--- src/rtl/pc_fetch_pkg.sv ---
// Shared types and constants for the PC/fetch sequencer of the accumulator processor.
package pc_fetch_pkg;

    localparam int PC_W = 16;
    localparam logic [PC_W-1:0] DEFAULT_RESET_VECTOR = 16'h0000;
    localparam logic [PC_W-1:0] INSTR_STEP = 16'd2;

    typedef enum logic [1:0] {
        S_BOOT  = 2'b00,
        S_FETCH = 2'b01,
        S_ISSUE = 2'b10
    } fetch_state_e;

    // Round a branch target down to an instruction boundary.
    function automatic logic [PC_W-1:0] force_even(input logic [PC_W-1:0] target);
        return target & ~(INSTR_STEP - 16'd1);
    endfunction

endpackage

--- src/rtl/pc_fetch_unit_fetch_timeout_ctr.sv ---
// Counts consecutive unacknowledged fetch cycles; raises a sticky flag at LIMIT.
module fetch_timeout_ctr #(
    parameter int unsigned LIMIT = 8
) (
    input  logic CLK,
    input  logic RST_N,
    input  logic clr,
    input  logic en,
    output logic tc,
    output logic flag
);

    localparam logic [7:0] LIMIT_C = 8'(LIMIT);

    logic [7:0] cnt_r;
    logic [7:0] cnt_nxt_s;
    logic       flag_r;
    logic       flag_nxt_s;

    assign tc   = (cnt_r == LIMIT_C);
    assign flag = flag_r;

    // Next count saturates at LIMIT; the flag latches on the edge the count reaches it.
    always_comb begin
        cnt_nxt_s  = cnt_r;
        flag_nxt_s = flag_r;
        if (clr) begin
            cnt_nxt_s = 8'd0;
        end else if (en && !tc) begin
            cnt_nxt_s = cnt_r + 8'd1;
        end else begin
            cnt_nxt_s = cnt_r;
        end
        if (!clr && en && (cnt_r == (LIMIT_C - 8'd1))) begin
            flag_nxt_s = 1'b1;
        end else begin
            flag_nxt_s = flag_r;
        end
    end

    // Counter and sticky flag registers.
    always_ff @(posedge CLK or negedge RST_N) begin
        if (!RST_N) begin
            cnt_r  <= 8'd0;
            flag_r <= 1'b0;
        end else begin
            cnt_r  <= cnt_nxt_s;
            flag_r <= flag_nxt_s;
        end
    end

endmodule

--- src/rtl/pc_fetch_unit.sv ---
// PC holder and instruction fetch sequencer (BOOT -> FETCH -> ISSUE).
// Optional macro BRANCH_ALIGN_CHECK_EN: evens odd branch targets and adds sticky MISALIGN.
module pc_fetch_unit
    import pc_fetch_pkg::*;
#(
    parameter logic [15:0] RESET_VECTOR = DEFAULT_RESET_VECTOR,
    parameter int unsigned ACK_TIMEOUT  = 8
) (
    input  logic        CLK,
    input  logic        RST_N,
    output logic [15:0] PC,
    input  logic [15:0] PCPLUS2,
    output logic        IMEM_REQ,
    output logic [15:0] IMEM_ADDR,
    input  logic        IMEM_ACK,
    input  logic [15:0] IMEM_DATA,
    output logic [15:0] IR,
    output logic        IR_VALID,
    input  logic        IR_TAKEN,
    input  logic        STALL,
    input  logic        REDIRECT,
    input  logic [15:0] REDIRECT_PC,
    output logic        FETCH_ERR
`ifdef BRANCH_ALIGN_CHECK_EN
    ,
    output logic        MISALIGN
`endif
);

    fetch_state_e state_r;
    fetch_state_e state_nxt_s;
    logic [15:0]  pc_r;
    logic [15:0]  pc_nxt_s;
    logic [15:0]  ir_r;
    logic [15:0]  ir_nxt_s;
    logic         ir_valid_r;
    logic         ir_valid_nxt_s;
    logic         req_r;
    logic         req_nxt_s;
    logic         redir_pend_r;
    logic         redir_pend_nxt_s;
    logic [15:0]  redir_pc_r;
    logic [15:0]  redir_pc_nxt_s;
    logic [15:0]  redir_tgt_s;
    logic         ack_s;
    logic         to_en_s;
    logic         to_clr_s;
    logic         timeout_tc_unused_s;

`ifdef BRANCH_ALIGN_CHECK_EN
    logic misalign_r;

    assign redir_tgt_s = force_even(REDIRECT_PC);
    assign MISALIGN    = misalign_r;

    // Sticky record of any odd branch target accepted by the latch.
    always_ff @(posedge CLK or negedge RST_N) begin
        if (!RST_N) begin
            misalign_r <= 1'b0;
        end else begin
            misalign_r <= misalign_r | (REDIRECT && (state_r != S_BOOT) && REDIRECT_PC[0]);
        end
    end
`else
    assign redir_tgt_s = REDIRECT_PC;
`endif

    // An ACK only counts while a request is actually on the bus.
    assign ack_s     = (state_r == S_FETCH) && req_r && IMEM_ACK;
    assign to_en_s   = (state_r == S_FETCH) && req_r && !IMEM_ACK;
    assign to_clr_s  = (state_r != S_FETCH) || ack_s;

    assign PC        = pc_r;
    assign IMEM_ADDR = pc_r;
    assign IMEM_REQ  = req_r;
    assign IR        = ir_r;
    assign IR_VALID  = ir_valid_r;

    fetch_timeout_ctr #(
        .LIMIT (ACK_TIMEOUT)
    ) u_timeout (
        .CLK   (CLK),
        .RST_N (RST_N),
        .clr   (to_clr_s),
        .en    (to_en_s),
        .tc    (timeout_tc_unused_s),
        .flag  (FETCH_ERR)
    );

    // Next-state, PC selection, IR capture and redirect latch.
    always_comb begin
        state_nxt_s      = state_r;
        pc_nxt_s         = pc_r;
        ir_nxt_s         = ir_r;
        ir_valid_nxt_s   = ir_valid_r;
        req_nxt_s        = req_r;
        redir_pend_nxt_s = redir_pend_r;
        redir_pc_nxt_s   = redir_pc_r;

        if (REDIRECT && (state_r != S_BOOT)) begin
            redir_pend_nxt_s = 1'b1;
            redir_pc_nxt_s   = redir_tgt_s;
        end else begin
            redir_pend_nxt_s = redir_pend_r;
            redir_pc_nxt_s   = redir_pc_r;
        end

        case (state_r)
            S_BOOT: begin
                state_nxt_s = S_FETCH;
                req_nxt_s   = 1'b1;
            end
            S_FETCH: begin
                if (ack_s) begin
                    req_nxt_s = 1'b0;
                    if (redir_pend_r) begin
                        // Stale fetch: drop the data and refetch from the target after a settle cycle.
                        pc_nxt_s         = REDIRECT ? redir_tgt_s : redir_pc_r;
                        redir_pend_nxt_s = 1'b0;
                    end else begin
                        ir_nxt_s       = IMEM_DATA;
                        ir_valid_nxt_s = 1'b1;
                        state_nxt_s    = S_ISSUE;
                    end
                end else begin
                    req_nxt_s = 1'b1;
                end
            end
            S_ISSUE: begin
                if (IR_TAKEN && !STALL) begin
                    ir_valid_nxt_s   = 1'b0;
                    state_nxt_s      = S_FETCH;
                    req_nxt_s        = 1'b1;
                    redir_pend_nxt_s = 1'b0;
                    if (REDIRECT) begin
                        pc_nxt_s = redir_tgt_s;
                    end else if (redir_pend_r) begin
                        pc_nxt_s = redir_pc_r;
                    end else begin
                        pc_nxt_s = PCPLUS2;
                    end
                end else begin
                    state_nxt_s = S_ISSUE;
                end
            end
            default: begin
                state_nxt_s      = S_BOOT;
                req_nxt_s        = 1'b0;
                ir_valid_nxt_s   = 1'b0;
                redir_pend_nxt_s = 1'b0;
            end
        endcase
    end

    // Architectural state registers.
    always_ff @(posedge CLK or negedge RST_N) begin
        if (!RST_N) begin
            state_r      <= S_BOOT;
            pc_r         <= RESET_VECTOR;
            ir_r         <= 16'h0000;
            ir_valid_r   <= 1'b0;
            req_r        <= 1'b0;
            redir_pend_r <= 1'b0;
            redir_pc_r   <= 16'h0000;
        end else begin
            state_r      <= state_nxt_s;
            pc_r         <= pc_nxt_s;
            ir_r         <= ir_nxt_s;
            ir_valid_r   <= ir_valid_nxt_s;
            req_r        <= req_nxt_s;
            redir_pend_r <= redir_pend_nxt_s;
            redir_pc_r   <= redir_pc_nxt_s;
        end
    end

endmodule
--- config.mk ---
export PLATFORM = sky130hd
export DESIGN_NAME = pc_fetch_unit
export DESIGN_NICKNAME = d
export VERILOG_FILES = /design/src/rtl/pc_fetch_pkg.sv /design/src/rtl/pc_fetch_unit_fetch_timeout_ctr.sv /design/src/rtl/pc_fetch_unit.sv
export SDC_FILE = /design/constraint.sdc
export NUM_CORES = 1
export LEC_CHECK = 0
export CAP_MARGIN = 25
export CORE_ASPECT_RATIO = 1.1
export CORE_MARGIN = 2
export CORE_UTILIZATION = 35
export DETAILED_ROUTE_END_ITERATION = 8
export PLACE_DENSITY = 0.67
export SYNTH_ARGS = -nofsm -noshare
export SYNTH_HDL_FRONTEND = slang
export SYNTH_SLANG_ARGS = --single-unit
--- constraint.sdc ---
create_clock -name CLK -period 1.9 [get_ports CLK]
set_input_delay 0.57 -clock CLK [delete_from_list [all_inputs] [get_ports CLK]]
set_output_delay 0.57 -clock CLK [all_outputs]
set_load 0.05 [all_outputs]
==> results_dict.tcl, run 1 <==
set metrics [dict create \
    cts_buffer_depth 2 \
    drtIter0Drc 116 \
    p_switching_mw 3.92 \
    nNetsFinal 442 \
    end_kind "flop" \
    antenna_found_initial 0 \
    vias 2529 \
    placed_cell_area_um2 4400 \
    fin_crit_ps 1740 \
    finalCritPeriodShare 0.916 \
    synthesis.nets 344 \
    io_pins 105 \
    n_fill_cell 852 \
    place.port_buffers 104 \
    crit_chain "clkdlybuf4s50_1 > nand2_4 > nor3_4 > buf_12 > mux2_2" \
    grt_first_pass_wirelength_um 12300 \
    core_um2 9260 \
    dp_hpwl_um 5240 \
    cts_tree "built" \
    layout-drive-gt1-share 0.326 \
    wl_met2_um 3810 \
    critPathTopFamily "buffers and inverters" \
    place_congestion 0.755 \
    path_buf_inv 2 \
    synthDistinctLibCells 48 \
    clk_pin_slew_worst_paths_ps 70 \
    maxCapViolCount 0 \
    crit_fanout 19 \
    rows 37 \
    setup_viol 0 \
    synth-seq-cells 62 \
    yosys.area.top_type "dfrtp_1" \
    synth_area_leaders "dfrtp_1, mux2_2, mux2i_1" \
    wl_met3_um 408 \
    synth_flop_cell "dfrtp_1" \
    crit_cells 5 \
    grt_use_total 0.156 \
    max-vdd-ir-drop_uv 897 \
    final_max_slew_viol_count 0 \
    antenna_cells 0 \
    wl_per_cell_um 15.1 \
    worstSkewPairLatency_ps 340 \
    yosysTopAreaCellShare 0.471 \
    seqPwrFrac 0.273 \
    p_leak_nw 1.98 \
    dieArea_um2 10200 \
    grt_pass1_vias 2558 \
    vias_per_cell 4.99 \
    die-width_um 96.5 \
    hp-class "in -> async" \
    h-tree-depth 3 \
    skew_ps 8.23 \
    synth-edff-count 0 \
    netlist_area_um2 3290 \
    status "finished, final reports clean" \
    grt_max_degree 63 \
    p_clk_frac 0.143 \
    crit_path_top_delay_cell "clkdlybuf4s50_1" \
    fmax_ghz 0.575 \
    ys_warn_count 0 \
    fin_area_um2 4600 \
    area_growth_pct 39.7 \
    wirelength_um 7640 \
    tightest_slew_ps 351 \
    critical_path_arrival_ps 1960 \
    p_comb_frac 0.584 \
    clock_sinks 62 \
    top_layer_used "met4" \
    drc_errors 0 \
    rsz0062_at_grt "false" \
    ant_nets 0 \
    crit_type "in -> reg" \
    hold_violations 0 \
    switching_share 0.463 \
    initial_core_util 0.356 \
    wl_met1_um 3270 \
    syn_area_per_cell_um2 11.4 \
    synthArstFlopShare 1.00 \
    reg2regPathDepth 3 \
    powerDensity_nw_per_um2 1840 \
    holdWs_ps 223 \
    root_buffer "clkbuf_8" \
    crit_required_ps 2120 \
    slowest_delay_ps 560 \
    slew_headroom 0.766 \
    first_pass_iters 4 \
    grt-ovfl-total 0 \
    power_mw 8.47 \
    holdBufCountCts 0 \
    cts_setup_buffers 0 \
    cts_buffers 9 \
    critPathLaunchType "input port" \
    cts_resized 0 \
    p_int_mw 4.55 \
    die_height_um 106 \
    syn_inst 288 \
    synth.yosys.seq_area_share 0.471 \
]
[final cells by class]
type	count	area, µm²	area share
well taps	117	146	0.0318
clock inverters	5	75.1	0.0163
clock buffers	10	128	0.0277
inverters	6	22.5	0.00490
multi-input cells	186	1490	0.324
flip-flops and latches	62	1550	0.337
repair buffers	121	1190	0.258
[power groups by stage]
stage / combinational [mW] / clock, mW / sequential (mW)
floorplan: 2.33 / 0 / 3.46
global placement: 4.93 / 0 / 2.32
detailed placement: 4.99 / 0 / 2.33
CTS: 4.99 / 1.25 / 2.32
global route: 5.22 / 1.31 / 2.38
finish: 4.95 / 1.21 / 2.31
[through the flow]
step	TNS [ps]	setup slack [ps]	util	instances
3_5_place_dp	-5900	-186	0.475	492
6_report	0	160	0.497	507
3_3_place_gp	-5260	-170	0.475	492
2_1_floorplan	0	13.3	-	288
4_1_cts	0	163	0.497	507
5_1_grt	0	110	0.497	507
[flip-flops by register name, indices dropped and copies added (netlist names)]
signal	flops
IMEM_ADDR	16
IMEM_REQ	1
IR	16
IR_VALID	1
redir_pc_r	16
redir_pend_r	1
state_r	2
u_timeout.cnt_r	8
u_timeout.flag	1
[placed cells by master, fill, tap and decap left out, drive strengths merged, types with 3 or more instances in the layout]
cell / n
mux2i: 21
clkinv: 3
a32o: 16
nor2b: 17
clkdlybuf4s50: 52
buf: 69
nor2: 34
mux2: 33
nand2: 3
o21ai: 3
clkbuf: 10
inv: 6
nor3: 3
nand4: 3
nand3: 6
a21oi: 17
dfrtp: 62
[final timing paths]
path                                           startpoint                        endpoint  slack (ps)
min in group CLK               u_timeout.flag$_DFFE_PN0P_      u_timeout.flag$_DFFE_PN0P_         490
setup / recovery                                 IMEM_ACK               IR[4]$_DFFE_PN0P_         160
hold reg to reg                u_timeout.flag$_DFFE_PN0P_      u_timeout.flag$_DFFE_PN0P_         490
max in group asynchronous                           RST_N              IR[11]$_DFFE_PN0P_        1380
setup reg to reg           u_timeout.cnt_r[4]$_DFFE_PN0P_  u_timeout.cnt_r[1]$_DFFE_PN0P_         230
hold / removal                                      RST_N       redir_pc_r[2]$_DFFE_PN0P_         220
[metal layers]
metal / global-route usage / vias to the layer above
met4: 0.0624 / 0
li1: - / 1216
met1: 0.200 / 1215
met5: 0 / -
met3: 0.0365 / 11
met2: 0.252 / 87
[kinds of logic after synthesis]
family | synth area share
flops | 0.471
simple gates | 0.149
buf+inv | 0.0782
compound gates | 0.110
mux | 0.185
fa+ha+maj | 0.00759
[synth_stat cells, types with 2 or more instances]
cell / number
a21oi_1: 17
a31o_2: 2
a32o_1: 16
buf_2: 5
buf_4: 18
buf_6: 3
clkbuf_1: 7
dfrtp_1: 62
ha_1: 2
inv_1: 6
mux2_2: 26
mux2_4: 7
mux2i_1: 21
nand2_1: 2
nand3_1: 6
nand4_1: 3
nor2_1: 34
nor2b_1: 17
nor3_1: 2
o21ai_2: 2
or3_1: 2
or4_1: 2
No activity file was read; power rests on OpenSTA's default activity.
==> inputs of run 2 (changes only) <==
--- a/config.mk
+++ b/config.mk
@@ -5,12 +5,13 @@
 export SDC_FILE = /design/constraint.sdc
 export NUM_CORES = 1
 export LEC_CHECK = 0
-export CAP_MARGIN = 25
+export CAP_MARGIN = 20
 export CORE_ASPECT_RATIO = 1.1
 export CORE_MARGIN = 2
 export CORE_UTILIZATION = 35
 export DETAILED_ROUTE_END_ITERATION = 8
-export PLACE_DENSITY = 0.67
+export GPL_ROUTABILITY_DRIVEN = 0
+export PLACE_DENSITY = 0.74
 export SYNTH_ARGS = -nofsm -noshare
 export SYNTH_HDL_FRONTEND = slang
 export SYNTH_SLANG_ARGS = --single-unit
==> run 2 against run 1 <==
  * Clock skew hardly changed
  * Setup slack worse by 15 ps
  * Cell count is 0.39% higher
  * Core utilization is 0.12 points lower
  * Sequential power hardly changed
==> results_dict.tcl, run 2 (synthesized netlist as in run 1, its figures left out) <==
set metrics [dict create \
    io_pins 105 \
    setup_tns_ps 0 \
    antenna_found_initial 0 \
    hp-class "in -> async" \
    cts_buffer_depth 2 \
    max-vdd-ir-drop_uv 963 \
    critPathLaunchType "input port" \
    antenna_cells 0 \
    setup_viol 0 \
    slew_headroom 0.685 \
    mostFrequentLayoutCells "dfrtp_1, buf_4, clkdlybuf4s50_1, nor2_1, mux2_2" \
    r2r_slack_ps 220 \
    crit_fanout 17 \
    final_common_cell "dfrtp_1" \
    wl_per_cell_um 15.3 \
    layout-drive-gt1-share 0.332 \
    dp_hpwl_um 5470 \
    drtIter0Drc 101 \
    clk_pin_slew_worst_paths_ps 80 \
    rsz0062_at_grt "false" \
    grt-ovfl-total 0 \
    grt_pass1_vias 2565 \
    final_max_slew_viol_count 0 \
    die_height_um 106 \
    crit_type "in -> reg" \
    placed_cell_area_um2 4380 \
    n_fill_cell 857 \
    initial_core_util 0.356 \
    grt_first_pass_wirelength_um 12600 \
    holdBufCountCts 0 \
    fin_ws_ps 145 \
    finalCritPeriodShare 0.924 \
    fin_area_um2 4590 \
    fin_crit_ps 1750 \
    maxCapViolCount 0 \
    nNetsFinal 443 \
    slowest_delay_ps 560 \
    clock_sinks 62 \
    status "finished, final reports clean" \
    worstSkewPairLatency_ps 350 \
    skew_ps 8.10 \
    dieArea_um2 10200 \
    end_kind "flop" \
    fmax_ghz 0.570 \
    cts_buffers 9 \
    rr_endpoint "u_timeout.cnt_r[1]$_DFFE_PN0P_" \
    vias 2592 \
    r2r-start "u_timeout.cnt_r[6]$_DFFE_PN0P_" \
    cts_tree "built" \
    holdWs_ps 168 \
    wirelength_um 7790 \
    place.port_buffers 104 \
    grt_use_total 0.161 \
    grt_max_degree 46 \
    reg2regPathDepth 3 \
    dp_cells 493 \
    crit_path_top_delay_cell "clkdlybuf4s50_1" \
    tightest_slew_ps 473 \
    rows 37 \
    h-tree-depth 3 \
    drc_errors 0 \
    cts_resized 0 \
    critPathLaunch "IMEM_ACK" \
    die-width_um 96.5 \
    crit_required_ps 2130 \
    cts_setup_buffers 0 \
    powerDensity_nw_per_um2 1830 \
    pre_cts_slack_ps -215 \
    vias_per_cell 5.09 \
    critical_path_arrival_ps 1980 \
    area_growth_pct 39.3 \
    first_pass_iters 4 \
    stdcell_count 509 \
    root_buffer "clkbuf_8" \
    hold_violations 0 \
    p_leak_nw 1.97 \
    core_um2 9260 \
    ant_nets 0 \
    crit_chain "clkdlybuf4s50_1 > nand2_4 > nor3_4 > buf_12 > mux2_2" \
]
## run 2: changes by cell type in the layout (fill, tap and decap cells not counted)
cell        delta
buf_4          +3
clkinv_4       +3
clkbuf_1       -1
buf_12         -2
clkinv_2       -3
clkbuf_8       +1
bufinv_16      -1
clkinvlp_4     +2
## run 2: power breakdown
group          switching, mW  internal [mW]  total, mW
Combinational           3.00           1.90       4.90
Clock                  0.551          0.647       1.20
Sequential             0.447           1.85       2.30
Total                   4.00           4.40       8.39
## run 2: layout make-up
cell class | instances | area, µm² | area share
flip-flops and latches | 62 | 1550 | 0.338
repair buffers | 122 | 1170 | 0.255
multi-input cells | 186 | 1490 | 0.325
well taps | 117 | 146 | 0.0319
clock inverters | 6 | 71.3 | 0.0155
clock buffers | 10 | 138 | 0.0300
inverters | 6 | 22.5 | 0.00491
## run 2: worst max-delay path by stage
stage                          to  slack (ps)  cells after the start
3_5_place_dp    IR[4]$_DFFE_PN0P_        -220                      5
3_3_place_gp    IR[4]$_DFFE_PN0P_        -160                      5
5_1_grt         IR[4]$_DFFE_PN0P_          80                      5
6_report        IR[4]$_DFFE_PN0P_         150                      5
2_1_floorplan  IR[10]$_DFFE_PN0P_          10                      4
4_1_cts         IR[4]$_DFFE_PN0P_         150                      5
## run 2: stage by stage
step / power, mW / util
2_1_floorplan: 5.79 / -
3_3_place_gp: 7.13 / 0.473
3_5_place_dp: 7.25 / 0.473
4_1_cts: 8.47 / 0.496
5_1_grt: 8.85 / 0.496
6_report: 8.39 / 0.496
## run 2: critical path, delay by kind of cell
| kind | cells | cell delay (ps) |
|---|---|---|
| buffers and inverters | 2 | 750 |
| muxes | 1 | 350 |
| and+or+nand+nor | 2 | 310 |
## run 2: routing by layer
metal / up-vias / global-route usage / routed length [µm]
li1: 1220 / - / -
met1: 1285 / 0.194 / 3210
met2: 78 / 0.270 / 3990
met3: 9 / 0.0593 / 500
met4: 0 / 0.0402 / 88
met5: - / 0 / 0
==> inputs of run 3 (changes only) <==
--- a/config.mk
+++ b/config.mk
@@ -9,6 +9,7 @@
 export CORE_ASPECT_RATIO = 1.1
 export CORE_MARGIN = 2
 export CORE_UTILIZATION = 35
+export CTS_BUF_LIST = sky130_fd_sc_hd__clkbuf_8
 export DETAILED_ROUTE_END_ITERATION = 8
 export GPL_ROUTABILITY_DRIVEN = 0
 export PLACE_DENSITY = 0.74
==> results of run 3 <==
No change in the layout: final DEF, timing and power equal those of run 2.
